File: src/rtl/puf_pkg.sv
// Shared definitions for the arbiter-PUF challenge/response collector.
package puf_pkg;

   localparam int unsigned CHAL_W = 64;

   // Feedback taps of the 64-bit Fibonacci LFSR that walks the challenge space
   localparam int unsigned TAP_A = 63;
   localparam int unsigned TAP_B = 62;
   localparam int unsigned TAP_C = 60;
   localparam int unsigned TAP_D = 59;

   // Substitute for an all-zero seed, which would lock the LFSR
   localparam logic [CHAL_W-1:0] ZERO_SEED_SUB = 64'h0000_0000_0000_0001;

   // Collector FSM states; encodings fixed for compatibility with existing tooling
   typedef enum logic [1:0] {
      ST_IDLE   = 2'd0,
      ST_SETTLE = 2'd1,
      ST_SAMPLE = 2'd2,
      ST_OUTPUT = 2'd3
   } puf_state_e;

   function automatic logic [CHAL_W-1:0] lfsr_next(input logic [CHAL_W-1:0] c);
      return {c[CHAL_W-2:0], c[TAP_A] ^ c[TAP_B] ^ c[TAP_C] ^ c[TAP_D]};
   endfunction

endpackage

File: src/rtl/puf_lfsr64.sv
// 64-bit challenge LFSR: seed load (zero seed replaced) and single-step advance.
module puf_lfsr64
   import puf_pkg::*;
(
   input  logic              clk,
   input  logic              rst_n,
   input  logic              load,
   input  logic              step,
   input  logic [CHAL_W-1:0] seed,
   output logic [CHAL_W-1:0] state
);

   // Load has priority over step; otherwise the register holds its value
   always_ff @(posedge clk or negedge rst_n) begin
      if (!rst_n) begin
         state <= '0;
      end else if (load) begin
         state <= (seed == '0) ? ZERO_SEED_SUB : seed;
      end else if (step) begin
         state <= lfsr_next(state);
      end
   end

endmodule

File: src/rtl/puf_crp_collector.sv
// Drives arbiter-PUF challenges from an LFSR, lets each settle, and shifts the
// response bits into a key that is handed off with a valid/ready handshake.
module puf_crp_collector
   import puf_pkg::*;
#(
   parameter int unsigned SETTLE    = 4,
   parameter int unsigned RESP_BITS = 32
) (
   input  logic                 clk,
   input  logic                 rst_n,
   input  logic                 start,
   input  logic [CHAL_W-1:0]    seed,
   output logic [CHAL_W-1:0]    challenge,
   input  logic                 puf_response,
   output logic                 busy,
   output logic [RESP_BITS-1:0] key,
   output logic                 key_valid,
   input  logic                 key_ready
);

   localparam logic [7:0] SETTLE_LAST = 8'(SETTLE - 1);
   localparam logic [6:0] BIT_LAST    = 7'(RESP_BITS - 1);

   puf_state_e           state_q;
   puf_state_e           state_d;
   logic [7:0]           settle_cnt;
   logic [6:0]           bit_cnt;
   logic [RESP_BITS-1:0] key_q;
   logic [RESP_BITS-1:0] key_shift;
   logic                 accept;
   logic                 sampling;

   assign accept    = (state_q == ST_IDLE) && start;
   assign sampling  = (state_q == ST_SAMPLE);
   assign busy      = (state_q != ST_IDLE);
   assign key_valid = (state_q == ST_OUTPUT);
   assign key       = key_q;

   // First collected bit must end up in the MSB, so shift toward the MSB
   if (RESP_BITS == 1) begin : g_key_one
      assign key_shift = puf_response;
   end else begin : g_key_many
      assign key_shift = {key_q[RESP_BITS-2:0], puf_response};
   end

   puf_lfsr64 u_lfsr (
      .clk   (clk),
      .rst_n (rst_n),
      .load  (accept),
      .step  (sampling),
      .seed  (seed),
      .state (challenge)
   );

   // Next-state logic for the collection sequence
   always_comb begin
      state_d = state_q;
      case (state_q)
         ST_IDLE:   if (start) state_d = ST_SETTLE;
         ST_SETTLE: if (settle_cnt == SETTLE_LAST) state_d = ST_SAMPLE;
         ST_SAMPLE: state_d = (bit_cnt == BIT_LAST) ? ST_OUTPUT : ST_SETTLE;
         ST_OUTPUT: if (key_ready) state_d = ST_IDLE;
         default:   state_d = ST_IDLE;
      endcase
   end

   // State register
   always_ff @(posedge clk or negedge rst_n) begin
      if (!rst_n) begin
         state_q <= ST_IDLE;
      end else begin
         state_q <= state_d;
      end
   end

   // Settle counter: counts cycles spent in SETTLE, zero everywhere else
   always_ff @(posedge clk or negedge rst_n) begin
      if (!rst_n) begin
         settle_cnt <= '0;
      end else if (state_q == ST_SETTLE && settle_cnt != SETTLE_LAST) begin
         settle_cnt <= settle_cnt + 8'd1;
      end else begin
         settle_cnt <= '0;
      end
   end

   // Bit counter: cleared when a run is accepted, advanced once per sample
   always_ff @(posedge clk or negedge rst_n) begin
      if (!rst_n) begin
         bit_cnt <= '0;
      end else if (accept) begin
         bit_cnt <= '0;
      end else if (sampling) begin
         bit_cnt <= bit_cnt + 7'd1;
      end
   end

   // Key register: cleared on accept, shifted on sample, held otherwise
   always_ff @(posedge clk or negedge rst_n) begin
      if (!rst_n) begin
         key_q <= '0;
      end else if (accept) begin
         key_q <= '0;
      end else if (sampling) begin
         key_q <= key_shift;
      end
   end

endmodule
File: config.mk
export PLATFORM = sky130hd
export DESIGN_NAME = puf_crp_collector
export DESIGN_NICKNAME = d
export VERILOG_FILES = /design/src/rtl/puf_pkg.sv /design/src/rtl/puf_lfsr64.sv /design/src/rtl/puf_crp_collector.sv
export SDC_FILE = /design/constraint.sdc
export NUM_CORES = 1
export LEC_CHECK = 0
export ABC_AREA = 1
export CAP_MARGIN = 30
export CORE_MARGIN = 2
export CORE_UTILIZATION = 45
export CTS_CLUSTER_DIAMETER = 50
export DETAILED_ROUTE_END_ITERATION = 16
export PLACE_DENSITY = 0.73
export SLEW_MARGIN = 20
export SYNTH_ARGS = -nofsm -noshare
export SYNTH_HDL_FRONTEND = slang
export SYNTH_HIERARCHICAL = 1
export SYNTH_SLANG_ARGS = --single-unit
export TNS_END_PERCENT = 5
File: constraint.sdc
create_clock -name clk -period 1.9 [get_ports clk]
set_input_delay 0.38 -clock clk [delete_from_list [all_inputs] [get_ports clk]]
set_output_delay 0.38 -clock clk [all_outputs]
set_load 0.05 [all_outputs]
==> flow_summary.yaml <==
worst_hold_path:
  hp-class: "in2async"
synthesis:
  netlist_instances: 632
  synth.avg_cell_area_sq_um: 8.750
  yosys_register_bits: 113
  ys_seq_area_share_pct: 51.13
  synth_area_leaders: "dfrtp_1 (51%), nand2_1 (7.9%), nor2_1 (7.4%), o22ai_2 (6.8%), a21oi_1 (5.0%)"
  yosysTopAreaCell: "dfrtp_1"
  syn_nets: 703
  yosysTopAreaCellShare_pct: 51.13
  synth.distinct_cells: 33
  yosysWarnings: 6
  syn_area_sq_um: 5530
sta:
  max_freq_ghz: 0.5813
  rsz0062_at_grt: "false"
  setup_viol: 0
  hold_viol_final: 0
  whs_ns: 0.4215
  finalCriticalPeriod_ns: 1.720
  period_share_pct: 90.54
  slew_headroom_pct: 65.27
  clock-skew-final_ns: 0.008345
  setup_tns_ns: 0
  drv_slew: 0
  worstMarginPinSlew_ns: 0.5230
drt:
  totalWireLength_mm: 14.60
  met3_length_um: 723
  first_pass_iters: 6
  ant_nets: 0
  num_vias: 5030
  top_layer_used: "met4"
  dr_wl_met2_mm: 7.233
  dr.first_iter.drc_count: 381
  avgViaCountPerCell: 5.229
  post_drt_wl_per_cell_um: 15.17
  drc: 0
  met1_length_mm: 6.271
worst_setup_path:
  startpoint_type: "flop"
  cp_num_buf_inv: 1
  worstSetupPathType: "reg2out"
  slowest_delay_ns: 0.55
  crit_arrival_ns: 1.34
  endpoint_kind: "output pin"
  crit_slowest_cell: "dlygate4sd2_1"
  crit_chain: "dlygate4sd2_1"
  cp_max_fo: 2
  path_delay_family: "buffers and inverters"
  worstPathRequired_ns: 1.52
final_layout:
  fillers: 985
  synthToLayoutAreaGrowth_pct: 39.43
  num_antenna_cells: 0
  drive_above_1_share_pct: 20.74
  final_area_sq_um: 7711
  final_nets: 874
global_route:
  grt_pass1_wl_mm: 23.68
  overflow: 0
  antenna_found_initial: 0
  grt_max_degree: 65
  grt_pass1_vias: 5023
  grtUsageTotal_pct: 22.66
floorplanning:
  start_util_pct: 46.04
  rows: 40
  die_area_sq_um: 13190
  num_io_pins: 167
  core-area_sq_um: 12010
  fp.dieH_um: 114.9
  die_w_um: 114.9
power_and_ir_drop:
  power_switching_uw: 6950
  cell_internal_pwr_uw: 7427
  power.switching_fraction_pct: 48.34
  comb_power_share_pct: 52.3
  total_power_uw: 14380
  clkPwrFrac_pct: 19.8
  power.leakage_uw: 0.003472
  seqPwrFrac_pct: 27.9
  vdd_drop_max_uv: 1098
  powerDensity_nw_per_um2: 1864
placed_design:
  port_buffers: 166
  gp_congestion: 0.8348
  dp_hpwl_mm: 10.28
  placed_area_sq_um: 7192
clock_tree:
  worstSkewPairLatency_ns: 0.41
  clk_pin_slew_ns: 0.05
  clock_path_buffers: 2
  cts_made_buffers: 17
  htreeDepth: 4
  cts_setup_buffers: 0
  root_buffer: "clkbuf_16"
  cts_tree: "built"
  clock_sink_count: 113
job:
  cap_violations: 0
run_status:
  status: "finished, final reports clean"
## flip-flops by register name, indices dropped and copies added (netlist names)
name and flops:
state_q 2, key 32, bit_cnt 7, settle_cnt 8, u_lfsr/state 64
## cells by family after synthesis
kind of cell,Yosys count,synth area share (%)
flip-flops,113,51.13
AND/OR/NAND/NOR,258,19.30
adder cells (fa/ha/maj),2,0.4524
AO/OA/AOI/OAI,170,20.32
buffers and inverters,85,8.167
XOR/XNOR,4,0.6336
## cell usage after synthesis
cell type / n
buf_6: 4
xor2_1: 2
buf_4: 7
a21oi_1: 55
nor2_2: 10
inv_2: 5
nand2_4: 1
ha_1: 2
nor2_4: 3
or2_2: 1
buf_8: 1
nor2_8: 1
nand2_1: 117
o21ai_1: 23
nand4_1: 2
dfrtp_1: 113
a22oi_1: 3
nor3b_1: 1
nor2_1: 109
o31ai_1: 1
o21ai_0: 48
a21oi_2: 9
nor3_1: 3
o21ai_2: 1
buf_2: 7
inv_6: 1
xnor2_1: 2
clkbuf_1: 9
o22ai_2: 30
buf_12: 3
inv_1: 47
nand3_1: 10
inv_4: 1
## power by group through the flow
stage | clock (uW) | sequential, uW | combinational, uW
finish | 2840 | 4010 | 7520
global route | 3010 | 4120 | 8020
CTS | 2900 | 4000 | 7530
detailed placement | 0 | 4030 | 7600
global placement | 0 | 4010 | 7440
floorplan | 0 | 6530 | 2770
## path summary, 6_finish.rpt
check / start / endpoint / slack, ns / cells after the start
max: key[29] / key[29] / 0.18 / 1
min: rst_n / u_lfsr/state[7] / 0.42 / 2
max reg2reg: state_q[1] / u_lfsr/state[9] / 0.34 / 8
min reg2reg: settle_cnt[0] / settle_cnt[0] / 0.46 / 1
max in group asynchronous: rst_n / u_lfsr/state[46] / 0.80 / 3
min in group clk: settle_cnt[0] / settle_cnt[0] / 0.46 / 1
## placed cells by master (no fill, tap or decap), drive strengths merged
cell type / netlist / routed
a21oi: 64 / 64
nand2: 118 / 118
o22ai: 30 / 30
nand3: 10 / 10
ha: 2 / 2
nor2: 123 / 123
a22oi: 3 / 3
xnor2: 2 / 2
o31ai: 1 / 1
dlygate4sd3: 0 / 1
nor3b: 1 / 1
or2: 1 / 1
buf: 22 / 78
clkbuf: 9 / 25
nand4: 2 / 2
dfrtp: 113 / 113
dlygate4sd2: 0 / 37
o21ai: 72 / 72
clkdlybuf4s50: 0 / 67
nor3: 3 / 3
inv: 54 / 54
xor2: 2 / 2
clkinv: 0 / 6
## worst reg2reg max path: stages (launching register included)
cell,delay [ns]
dfrtp_1,0.42
inv_2,0.13
nor2_4,0.04
buf_4,0.19
nor2_4,0.20
inv_2,0.11
buf_4,0.21
nor2_1,0.10
a21oi_1,0.05
## per-stage QoR
step	setup WS (ns)	instances	utilization [%]
6_report	0.1797	962	64.20
5_1_grt	0.1383	962	64.20
4_1_cts	0.07497	961	64.03
3_5_place_dp	0.04090	929	59.88
3_3_place_gp	0.06414	929	59.88
2_1_floorplan	0.3530	632	-
## metal layers
metal / track usage, % / vias up
li1: - / 2406
met1: 29.19 / 2420
met2: 37.29 / 173
met3: 4.270 / 31
met4: 10.28 / 0
met5: 0 / -
## cell type report
cell class,count,area [sq um],share of cell area [%]
clock inverters,6,30.03,0.3894
well taps,147,183.9,2.385
multi-input cells,434,2251,29.19
clock buffers,25,505.5,6.555
repair buffers,183,1703,22.08
flip-flops and latches,113,2828,36.67
inverters,54,210.2,2.726
## timing repair
action,in CTS,in global routing
hold buffers,1,0
endpoints found under the setup margin,37,0
endpoints found under the hold margin,22,0
resized for setup,37,0
Note: power is estimated with default switching activity, not from simulation.
